--- src/rtl/counter_sequencer.sv ---
// counter_sequencer: command-driven IDLE/RUN/PAUSE/DONE controller for an
// up-counter with prescaler, terminal-count limit and one-shot/auto-reload.
// Ports: clk, rst_n (async low); cmd_valid/cmd_ready/cmd_op/cmd_data handshake;
// presc, mode_reload (sampled on START); count, state, busy, done, err.
// Optional: `define CNT_DOWN_EN adds count_dir (sampled on START, 1 = down).
module counter_sequencer #(
  parameter int WIDTH   = 8,
  parameter int PRESC_W = 4
) (
  input  logic               clk,
  input  logic               rst_n,
  input  logic               cmd_valid,
  output logic               cmd_ready,
  input  logic [1:0]         cmd_op,
  input  logic [WIDTH-1:0]   cmd_data,
  input  logic [PRESC_W-1:0] presc,
  input  logic               mode_reload,
`ifdef CNT_DOWN_EN
  input  logic               count_dir,
`endif
  output logic [WIDTH-1:0]   count,
  output logic [1:0]         state,
  output logic               busy,
  output logic               done,
  output logic               err
);

  typedef enum logic [1:0] {
    IDLE  = 2'b00,
    RUN   = 2'b01,
    PAUSE = 2'b10,
    DONE  = 2'b11
  } state_t;

  localparam logic [1:0] OP_START = 2'b00;
  localparam logic [1:0] OP_STOP  = 2'b01;
  localparam logic [1:0] OP_LOAD  = 2'b10;
  localparam logic [1:0] OP_CLEAR = 2'b11;

  state_t               st;
  logic [WIDTH-1:0]     limit;
  logic [PRESC_W-1:0]   pcnt;
  logic [PRESC_W-1:0]   presc_r;
  logic                 reload_r;
  logic                 accept;
  logic                 tick;
  logic                 tc;
  logic [WIDTH-1:0]     cnt_step;
  logic [WIDTH-1:0]     cnt_reload;

  assign accept = cmd_valid & cmd_ready;
  assign tick   = (st == RUN) && (pcnt == presc_r);
  assign state  = st;
  assign busy   = (st == RUN);

`ifdef CNT_DOWN_EN
  logic dir_r;

  // Down mode terminates at zero and reloads from the limit.
  assign tc         = dir_r ? (count == '0) : (count == limit);
  assign cnt_step   = dir_r ? count - WIDTH'(1) : count + WIDTH'(1);
  assign cnt_reload = dir_r ? limit : '0;
`else
  assign tc         = (count == limit);
  assign cnt_step   = count + WIDTH'(1);
  assign cnt_reload = '0;
`endif

  always_ff @(posedge clk or negedge rst_n) begin
    if (!rst_n) begin
      st        <= IDLE;
      count     <= '0;
      limit     <= '1;
      pcnt      <= '0;
      presc_r   <= '0;
      reload_r  <= 1'b0;
      done      <= 1'b0;
      err       <= 1'b0;
      cmd_ready <= 1'b1;
`ifdef CNT_DOWN_EN
      dir_r     <= 1'b0;
`endif
    end else begin
      // One dead cycle after every accepted command.
      cmd_ready <= ~accept;
      done      <= 1'b0;
      if (accept) begin
        // A command on a tick edge swallows that tick.
        unique case (cmd_op)
          OP_START: begin
            presc_r  <= presc;
            reload_r <= mode_reload;
`ifdef CNT_DOWN_EN
            dir_r    <= count_dir;
`endif
            if (st != PAUSE)
              pcnt <= '0;
            unique case (st)
              IDLE: begin
                st <= RUN;
`ifdef CNT_DOWN_EN
                if (count_dir)
                  count <= limit;
`endif
              end
              DONE: begin
                st    <= RUN;
                count <= '0;
`ifdef CNT_DOWN_EN
                if (count_dir)
                  count <= limit;
`endif
              end
              PAUSE: st <= RUN;
              RUN: ;
            endcase
          end
          OP_STOP: begin
            if (st == RUN)
              st <= PAUSE;
          end
          OP_LOAD: begin
            if (st == RUN)
              err <= 1'b1;
            else
              limit <= cmd_data;
          end
          OP_CLEAR: begin
            st    <= IDLE;
            count <= '0;
            pcnt  <= '0;
            err   <= 1'b0;
          end
        endcase
      end else if (tick) begin
        pcnt <= '0;
        if (tc) begin
          done <= 1'b1;
          if (reload_r)
            count <= cnt_reload;
          else
            st <= DONE;
        end else begin
          count <= cnt_step;
        end
      end else if (st == RUN) begin
        pcnt <= pcnt + PRESC_W'(1);
      end
    end
  end

endmodule

--- config.mk ---
export PLATFORM = sky130hd
export DESIGN_NAME = counter_sequencer
export DESIGN_NICKNAME = d
export VERILOG_FILES = /design/src/rtl/counter_sequencer.sv
export SDC_FILE = /design/constraint.sdc
export NUM_CORES = 1
export LEC_CHECK = 0
export CAP_MARGIN = 20
export CORE_MARGIN = 4
export CORE_UTILIZATION = 30
export DETAILED_ROUTE_END_ITERATION = 10
export PLACE_DENSITY = 0.6
export SYNTH_ARGS = -nofsm -noshare
export SYNTH_HDL_FRONTEND = slang
export SYNTH_SLANG_ARGS = --single-unit
--- constraint.sdc ---
create_clock -name clk -period 6.2 [get_ports clk]
set_input_delay 1.24 -clock clk [delete_from_list [all_inputs] [get_ports clk]]
set_output_delay 1.24 -clock clk [all_outputs]
set_load 0.03 [all_outputs]
==> results.cfg, run 1 <==
[critical_path]
end_kind = primary output
path_cells = nor2b_1 > clkdlybuf4s50_1
cp.required_ns = 4.96
cp-start-kind = flip-flop
max_stage_delay_ns = 0.78
cp_slowest_cell = clkdlybuf4s50_1
critPathMaxFanout = 8
path_class = reg2out
arrival_ns = 2.01
crit_family = buffers and inverters
crit_buf_inv = 1

[sta]
fin_crit_ns = 3.25
fin_tns_setup_ns = 0
fmax_mhz = 307
worstMarginPinSlew_ns = 0.973
period_share_pct = 52.5
hold_viol_final = 0
relSlewSlack_pct = 34.3
final.setup_skew_ns = 0.00365
finalMaxSlewViolations = 0
rsz0062_at_grt = no
finalSetupViolCount = 0

[yosys]
syn_inst = 152
netlist_top_cells_area = dfrtp_1 (31%), dfstp_2 (14%), mux2_2 (8.7%)
ys_seq_area_share_pct = 45.1
ys_dominant_reg_cell = dfrtp_1
ys_seq_elements = 30
ys_top_cells_by_count = dfrtp_1 (21), nand2_1 (15), mux2_2 (13)
netlist_area_um2 = 1690
synth.distinct_cells = 45
synth_top_area_cell = dfrtp_1
async_reset_ff_share_pct = 100
synthDominantCellAreaShare_pct = 31.1
synth-edff-count = 0
yosysMostFrequentCell = dfrtp_1
syn_area_per_cell_um2 = 11.1
syn_nets = 177
synth_warnings = 0

[layout]
multi_input_area_um2 = 868
nFillCells = 570
antenna_cells = 0
final_area_um2 = 2150
seq_area_um2 = 762
final_nets = 210
final_layout_size_suffix_gt1_share_pct = 22.0
layout-area-overhead-vs-synth_pct = 27.0

[global_routing]
grt_usage_pct = 11.2
grt_pass1_vias = 1228
overflow = 0
grt_start_max_net_pins = 31
antenna_found_initial = 0
grt_pass1_wl_um = 6150

[routing]
drt_iter0_markers = 74
viasPerCell = 4.85
first_pass_iters = 4
drt.antenna.violating_nets = 0
vias = 1252
drc = 0
totalWireLength_um = 3540
wl_per_cell_um = 13.7

[power]
combPwrFrac_pct = 41.5
internal-power_w = 0.000562
p_seq_share_pct = 41.1
switchingPower_w = 0.000347
vdd_drop_max_uv = 171
pwr-share-clk_pct = 17.4
power_density_nw_per_um2 = 424
p_sw_share_pct = 38.2
power_leakage_nw = 0.866

[die]
core-area_um2 = 5470
die-area_um2 = 6900
fp.dieH_um = 83.1
die_w_um = 83.1
start_util_pct = 30.9
num_rows = 27
boundaryPins = 32

[clock_tree]
clock_sinks = 30
cts_tree = yes
clk_pin_slew_ns = 0.06
post_cts_resized = 0
cts_setup_buffers = 0
insertion_delay_ns = 0.28
h-tree-depth = 2
root_buffer = clkbuf_8
clockBufferDepth = 2
postCtsHoldBufs = 0
cts_made_buffers = 5

[placement]
gp_congestion = 0.760
numPortBuffers = 31
placed_area_um2 = 2060
dpl.hpwl_um = 2690

[hold_path]
hold_path.class = reg2reg

[status]
status = completed

[job]
max-cap-violations = 0
path summary, 6_finish.rpt:
| kind | start | to | cells after the start | slack, ns |
|---|---|---|---|---|
| max | state[1]$_DFFE_PN0P_ | busy | 2 | 2.95 |
| min | reload_r$_DFFE_PN0N_ | reload_r$_DFFE_PN0N_ | 1 | 0.51 |
| max reg2reg | cmd_ready$_DFF_PN1_ | count[0]$_DFFE_PN0P_ | 6 | 3.90 |
| min reg2reg | reload_r$_DFFE_PN0N_ | reload_r$_DFFE_PN0N_ | 1 | 0.51 |
| max in group asynchronous | rst_n | cmd_ready$_DFF_PN1_ | 2 | 4.55 |
| min in group asynchronous | rst_n | count[2]$_DFFE_PN0P_ | 2 | 1.34 |
stage by stage:
step	hold slack [ns]	util (%)	setup slack, ns	total power (W)	instances
6_report	0.514	39.2	2.95	0.000909	258
4_1_cts	0.518	39.2	2.95	0.000920	258
5_1_grt	0.537	39.2	2.82	0.000984	258
2_1_floorplan	0.474	-	3.55	0.000633	152
3_5_place_dp	0.505	37.6	2.73	0.000757	250
3_3_place_gp	0.506	37.6	2.79	0.000752	250
flip-flops by register name, indices dropped and copies added (netlist names):
signal / cells
state: 2
cmd_ready: 1
done: 1
pcnt: 4
reload_r: 1
count: 8
presc_r: 4
limit: 8
err: 1
final cells by class:
class | instances | area share, %
clock buffers | 8 | 4.20
repair buffers | 32 | 14.8
well taps | 72 | 4.20
multi-input cells | 111 | 40.4
flip-flops and latches | 30 | 35.5
inverters | 5 | 0.874
placed cells by master (no fill, tap or decap), types with 2 or more instances in the layout:
| cell | count |
|---|---|
| a22oi_1 | 2 |
| a2bb2oi_1 | 2 |
| xor2_1 | 3 |
| inv_1 | 5 |
| o2bb2ai_1 | 6 |
| nand2_1 | 15 |
| or4_1 | 2 |
| nand3_1 | 5 |
| clkbuf_8 | 6 |
| a21oi_1 | 2 |
| o21ai_0 | 8 |
| dfstp_2 | 9 |
| a31oi_1 | 2 |
| a221oi_1 | 2 |
| clkdlybuf4s50_1 | 31 |
| mux2_2 | 13 |
| or2_2 | 3 |
| clkbuf_1 | 2 |
| ha_1 | 7 |
| dfrtp_1 | 21 |
| xnor2_1 | 8 |
| nor3_1 | 5 |
| nor2b_1 | 4 |
routing by layer:
| layer | share of wire (%) | vias up | GRT usage (%) |
|---|---|---|---|
| li1 | - | 616 | - |
| met1 | 50 | 599 | 14.9 |
| met2 | 43 | 30 | 16.5 |
| met3 | 4.5 | 7 | 3.27 |
| met4 | 2.3 | 0 | 5.35 |
| met5 | 0 | - | 0 |
kinds of logic (layout without fill, tap and decap cells):
| kind of cell | count (synthesis) | in the layout | synth area share, % |
|---|---|---|---|
| AO/OA/AOI/OAI | 35 | 35 | 16.5 |
| XOR/XNOR | 12 | 12 | 6.66 |
| adder cells (fa/ha/maj) | 7 | 7 | 5.18 |
| buffers and inverters | 11 | 45 | 3.55 |
| flip-flops | 30 | 30 | 45.1 |
| multiplexers | 14 | 14 | 9.55 |
| AND/OR/NAND/NOR | 43 | 43 | 13.5 |
power by group through the flow:
stage	clock, W	sequential [W]	combinational [W]
final	0.000158	0.000373	0.000378
after global placement	0	0.000377	0.000375
after floorplan	0	0.000402	0.000232
after detailed placement	0	0.000377	0.000380
after CTS	0.000164	0.000374	0.000382
after global routing	0.000177	0.000389	0.000417
No activity file was read; power rests on OpenSTA's default activity.
==> run 2, diff against run 1 <==
clock period = 3.3 ns   (was 6.2 ns; I/O delays follow)
==> results.cfg, run 2 (synthesis results as in run 1) <==
[layout]
antenna_cells = 0
final_area_um2 = 2150
nFillCells = 569
utilization_pct = 39.3
layout-area-overhead-vs-synth_pct = 27.1
final_nets = 210
final_layout_size_suffix_gt1_share_pct = 22.6
seq_area_um2 = 762
final_common_cell = clkdlybuf4s50_1
multi_input_area_um2 = 868
layout_common_cells = clkdlybuf4s50_1 (31), dfrtp_1 (21), nand2_1 (15), mux2_2 (13), dfstp_2 (9)
largestRegisters = count (8), limit (8)

[clock_tree]
cts_made_buffers = 5
h-tree-depth = 2
insertion_delay_ns = 0.28
clk_pin_slew_ns = 0.06
postCtsHoldBufs = 0
post_cts_resized = 0
root_buffer = clkbuf_8
cts_tree = yes
clock_sinks = 30
clockBufferDepth = 2
cts_setup_buffers = 0

[sta]
finalMaxSlewViolations = 0
relSlewSlack_pct = 36.1
fin_crit_ns = 2.67
worstMarginPinSlew_ns = 0.945
fin_tns_setup_ns = 0
hold_viol_final = 0
rsz0062_at_grt = no
period_share_pct = 81.0
fmax_mhz = 374
final.setup_skew_ns = 0.00354
finalSetupViolCount = 0

[critical_path]
path_class = reg2out
critPathMaxFanout = 8
arrival_ns = 2.01
end_kind = primary output
reg2reg_depth = 6
cp-start-kind = flip-flop
cp.required_ns = 2.64

[status]
status = completed

[die]
die_w_um = 83.1
core-area_um2 = 5470
num_rows = 27
die-area_um2 = 6900
start_util_pct = 30.9
boundaryPins = 32
fp.dieH_um = 83.1

[global_routing]
grt_start_max_net_pins = 31
grt_pass1_wl_um = 6110
grt_pass1_vias = 1268
grt_usage_pct = 10.8
overflow = 0
antenna_found_initial = 0

[routing]
drt.antenna.violating_nets = 0
wl_per_cell_um = 13.6
first_pass_iters = 4
drc = 0
vias = 1256
viasPerCell = 4.87
totalWireLength_um = 3510
drt_iter0_markers = 40

[power]
combPwrFrac_pct = 41.3
switchingPower_w = 0.000652
power_density_nw_per_um2 = 794
p_seq_share_pct = 41.3
pwr-share-clk_pct = 17.4
vdd_drop_max_uv = 340
p_sw_share_pct = 38.2
power_leakage_nw = 0.869
internal-power_w = 0.00105

[placement]
placed_area_um2 = 2060
numPortBuffers = 31
dpl.hpwl_um = 2660
gp_congestion = 0.779

[job]
max-cap-violations = 0

[hold_path]
hold_path.class = reg2reg
hold_depth = 1
==> run 2: cell count changes in the layout (fill, tap and decap cells not counted) <==
| cell | previous run | this run |
|---|---|---|
| clkbuf_1 | 2 | 1 |
| clkinv_2 | 0 | 1 |
==> run 2: per-stage QoR <==
stage                     power (W)  worst slack [ns]  cells  hold slack (ns)
final                       0.00171             0.626    258            0.504
after global routing        0.00183             0.519    258            0.541
after CTS                   0.00173             0.611    258            0.513
after detailed placement    0.00142             0.429    250            0.499
after global placement      0.00141             0.470    250            0.505
after floorplan             0.00119              1.12    152            0.364
==> run 2: per-layer routing <==
metal / GRT usage [%] / vias up / wire length, µm
li1: - / 616 / -
met1: 14.0 / 603 / 1670
met2: 16.6 / 30 / 1620
met3: 2.68 / 7 / 142
met4: 5.79 / 0 / 75
met5: 0 / - / 0
==> run 2: layout make-up <==
class,count,area share [%]
tap,72,4.19
timing repair buffer,32,14.8
inverter,5,0.874
clock inverter,1,0.233
multi-input combinational,111,40.4
clock buffer,7,4.02
sequential,30,35.5
==> run 2: power by group through the flow <==
stage	clock network (W)	registers, W	logic (W)
2_1_floorplan	0	0.000755	0.000435
3_3_place_gp	0	0.000709	0.000704
3_5_place_dp	0	0.000713	0.000709
4_1_cts	0.000309	0.000708	0.000712
5_1_grt	0.000330	0.000734	0.000770
6_report	0.000297	0.000705	0.000705
==> run 2: worst paths after layout <==
check,start,endpoint,slack [ns]
worst max-delay path,state[1]$_DFFE_PN0P_,busy,0.63
worst min-delay path,reload_r$_DFFE_PN0N_,reload_r$_DFFE_PN0N_,0.50
worst max register to register,cmd_ready$_DFF_PN1_,count[0]$_DFFE_PN0P_,1.03
worst min register to register,reload_r$_DFFE_PN0N_,reload_r$_DFFE_PN0N_,0.50
max in group asynchronous,rst_n,limit[5]$_DFFE_PN1P_,2.23
min in group asynchronous,rst_n,count[7]$_DFFE_PN0P_,0.77
==> run 2: critical path, stage by stage, from the launching register on <==
cell             delay (ns)
dfrtp_1                0.46
nor2b_1                0.50
clkdlybuf4s50_1        0.78
==> run 3, diff against run 2 <==
PLACE_DENSITY = 0.62   (was 0.6)
clock period = 2.4 ns   (was 3.3 ns; I/O delays follow)
==> results.cfg, run 3 (synthesis results as in run 1) <==
[critical_path]
cp.required_ns = 2.62
reg2reg_depth = 5
crit-reg2reg-launch = limit[6]$_DFFE_PN1P_
end_kind = flip-flop
critPathMaxFanout = 6
path_class = in2reg
arrival_ns = 2.39
r2r_setup_slack_ns = 0.35
r2r_end = count[0]$_DFFE_PN0P_
cp-start-kind = primary input

[power]
power_density_nw_per_um2 = 1090
internal-power_w = 0.00161
combPwrFrac_pct = 41.6
power_leakage_nw = 0.967
pwr-share-clk_pct = 21.2
p_sw_share_pct = 36.1
vdd_drop_max_uv = 293
switchingPower_w = 0.000909
p_seq_share_pct = 37.1

[die]
die_w_um = 83.1
die-area_um2 = 6900
boundaryPins = 32
fp.dieH_um = 83.1
core-area_um2 = 5470
start_util_pct = 30.9
num_rows = 27

[placement]
numPortBuffers = 31
dpl.hpwl_um = 2690
gp_congestion = 0.793

[layout]
final_nets = 227
layout-area-overhead-vs-synth_pct = 36.9
largestRegisters = count (8), limit (8)
layout_common_cells = clkdlybuf4s50_1 (31), dfrtp_1 (21), buf_4 (17), nand2_1 (15), mux2_2 (13)
final_layout_size_suffix_gt1_share_pct = 29.1
final_common_cell = clkdlybuf4s50_1
antenna_cells = 0
nFillCells = 546

[clock_tree]
root_buffer = clkbuf_8
clock_sinks = 30
h-tree-depth = 2
cts_setup_buffers = 0
clockBufferDepth = 2
cts_tree = yes
insertion_delay_ns = 0.29
postCtsHoldBufs = 0
cts_made_buffers = 5
clk_pin_slew_ns = 0.07
post_cts_resized = 0

[sta]
hold_viol_final = 0
fin_tns_setup_ns = 0
final.setup_skew_ns = 0.0106
fmax_mhz = 460
fin_crit_ns = 2.18
relSlewSlack_pct = 73.6
finalSetupViolCount = 0
timing.hold.ws_ns = 0.519
rsz0062_at_grt = no
period_share_pct = 90.7
worstMarginPinSlew_ns = 0.390
finalMaxSlewViolations = 0

[global_routing]
antenna_found_initial = 0
grt_start_max_net_pins = 31
grt_usage_pct = 10.8
grt_pass1_wl_um = 5990
overflow = 0
grt_pass1_vias = 1232

[hold_path]
hold_depth = 1
hold_path.class = reg2reg
hold_path_end = reload_r$_DFFE_PN0N_
hold_start = reload_r$_DFFE_PN0N_

[job]
max-cap-violations = 0

[routing]
first_pass_iters = 4
vias = 1316
totalWireLength_um = 3590
wl_per_cell_um = 13.0
drt.antenna.violating_nets = 0
viasPerCell = 4.79
drc = 0
drt_iter0_markers = 86

[status]
status = completed
run 3: final cells by class:
type                    count  area [µm²]  share of cell area [%]
multi-input cells         111         868                    37.5
inverters                   5        18.8                   0.811
well taps                  72        90.1                    3.89
flip-flops and latches     30         762                    32.9
clock buffers               7        86.3                    3.73
repair buffers             49         458                    19.8
clock inverters             1        30.0                    1.30
run 3: through the flow:
| stage | cells | power (W) | instance area [µm²] | util, % | setup WS, ns |
|---|---|---|---|---|---|
| 6_report | 275 | 0.00252 | 2310 | 42.3 | 0.224 |
| 3_5_place_dp | 267 | 0.00201 | 2200 | 40.1 | -0.0823 |
| 5_1_grt | 275 | 0.00269 | 2310 | 42.3 | 0.0904 |
| 4_1_cts | 275 | 0.00255 | 2310 | 42.3 | 0.219 |
| 2_1_floorplan | 152 | 0.00164 | 1690 | - | 0.223 |
| 3_3_place_gp | 267 | 0.00199 | 2200 | 40.1 | -0.0346 |
run 3: how the worst max path moves through the flow:
stage,startpoint,to,slack [ns],cells past startpoint
6_report,cmd_op[0],count[7]$_DFFE_PN0P_,0.22,8
5_1_grt,cmd_op[0],count[7]$_DFFE_PN0P_,0.09,8
4_1_cts,cmd_op[0],count[7]$_DFFE_PN0P_,0.22,8
3_5_place_dp,cmd_op[0],count[7]$_DFFE_PN0P_,-0.08,8
3_3_place_gp,cmd_op[0],count[7]$_DFFE_PN0P_,-0.03,8
2_1_floorplan,count[4]$_DFFE_PN0P_,count[0]$_DFFE_PN0P_,0.22,7
run 3: critical path: stages:
cell,delay [ns]
clkdlybuf4s50_1,0.50
inv_1,0.07
ha_1,0.27
nor2b_1,0.16
a311oi_2,0.08
or4_1,0.52
o21ai_0,0.16
a32o_1,0.17
run 3: power groups by stage:
stage | Sequential, W | Combinational, W | Clock, W
after CTS | 0.000940 | 0.00106 | 0.000546
after floorplan | 0.00104 | 0.000598 | 0
final | 0.000936 | 0.00105 | 0.000535
after global placement | 0.000944 | 0.00105 | 0
after global routing | 0.000974 | 0.00115 | 0.000571
after detailed placement | 0.000949 | 0.00106 | 0
run 3: layer usage:
layer,vias to the layer above,track usage (%),part of all wire [%]
met5,-,0,0
met1,628,13.8,46
met2,29,16.8,47
met3,7,2.78,4.9
li1,652,-,-
met4,0,5.35,2.3
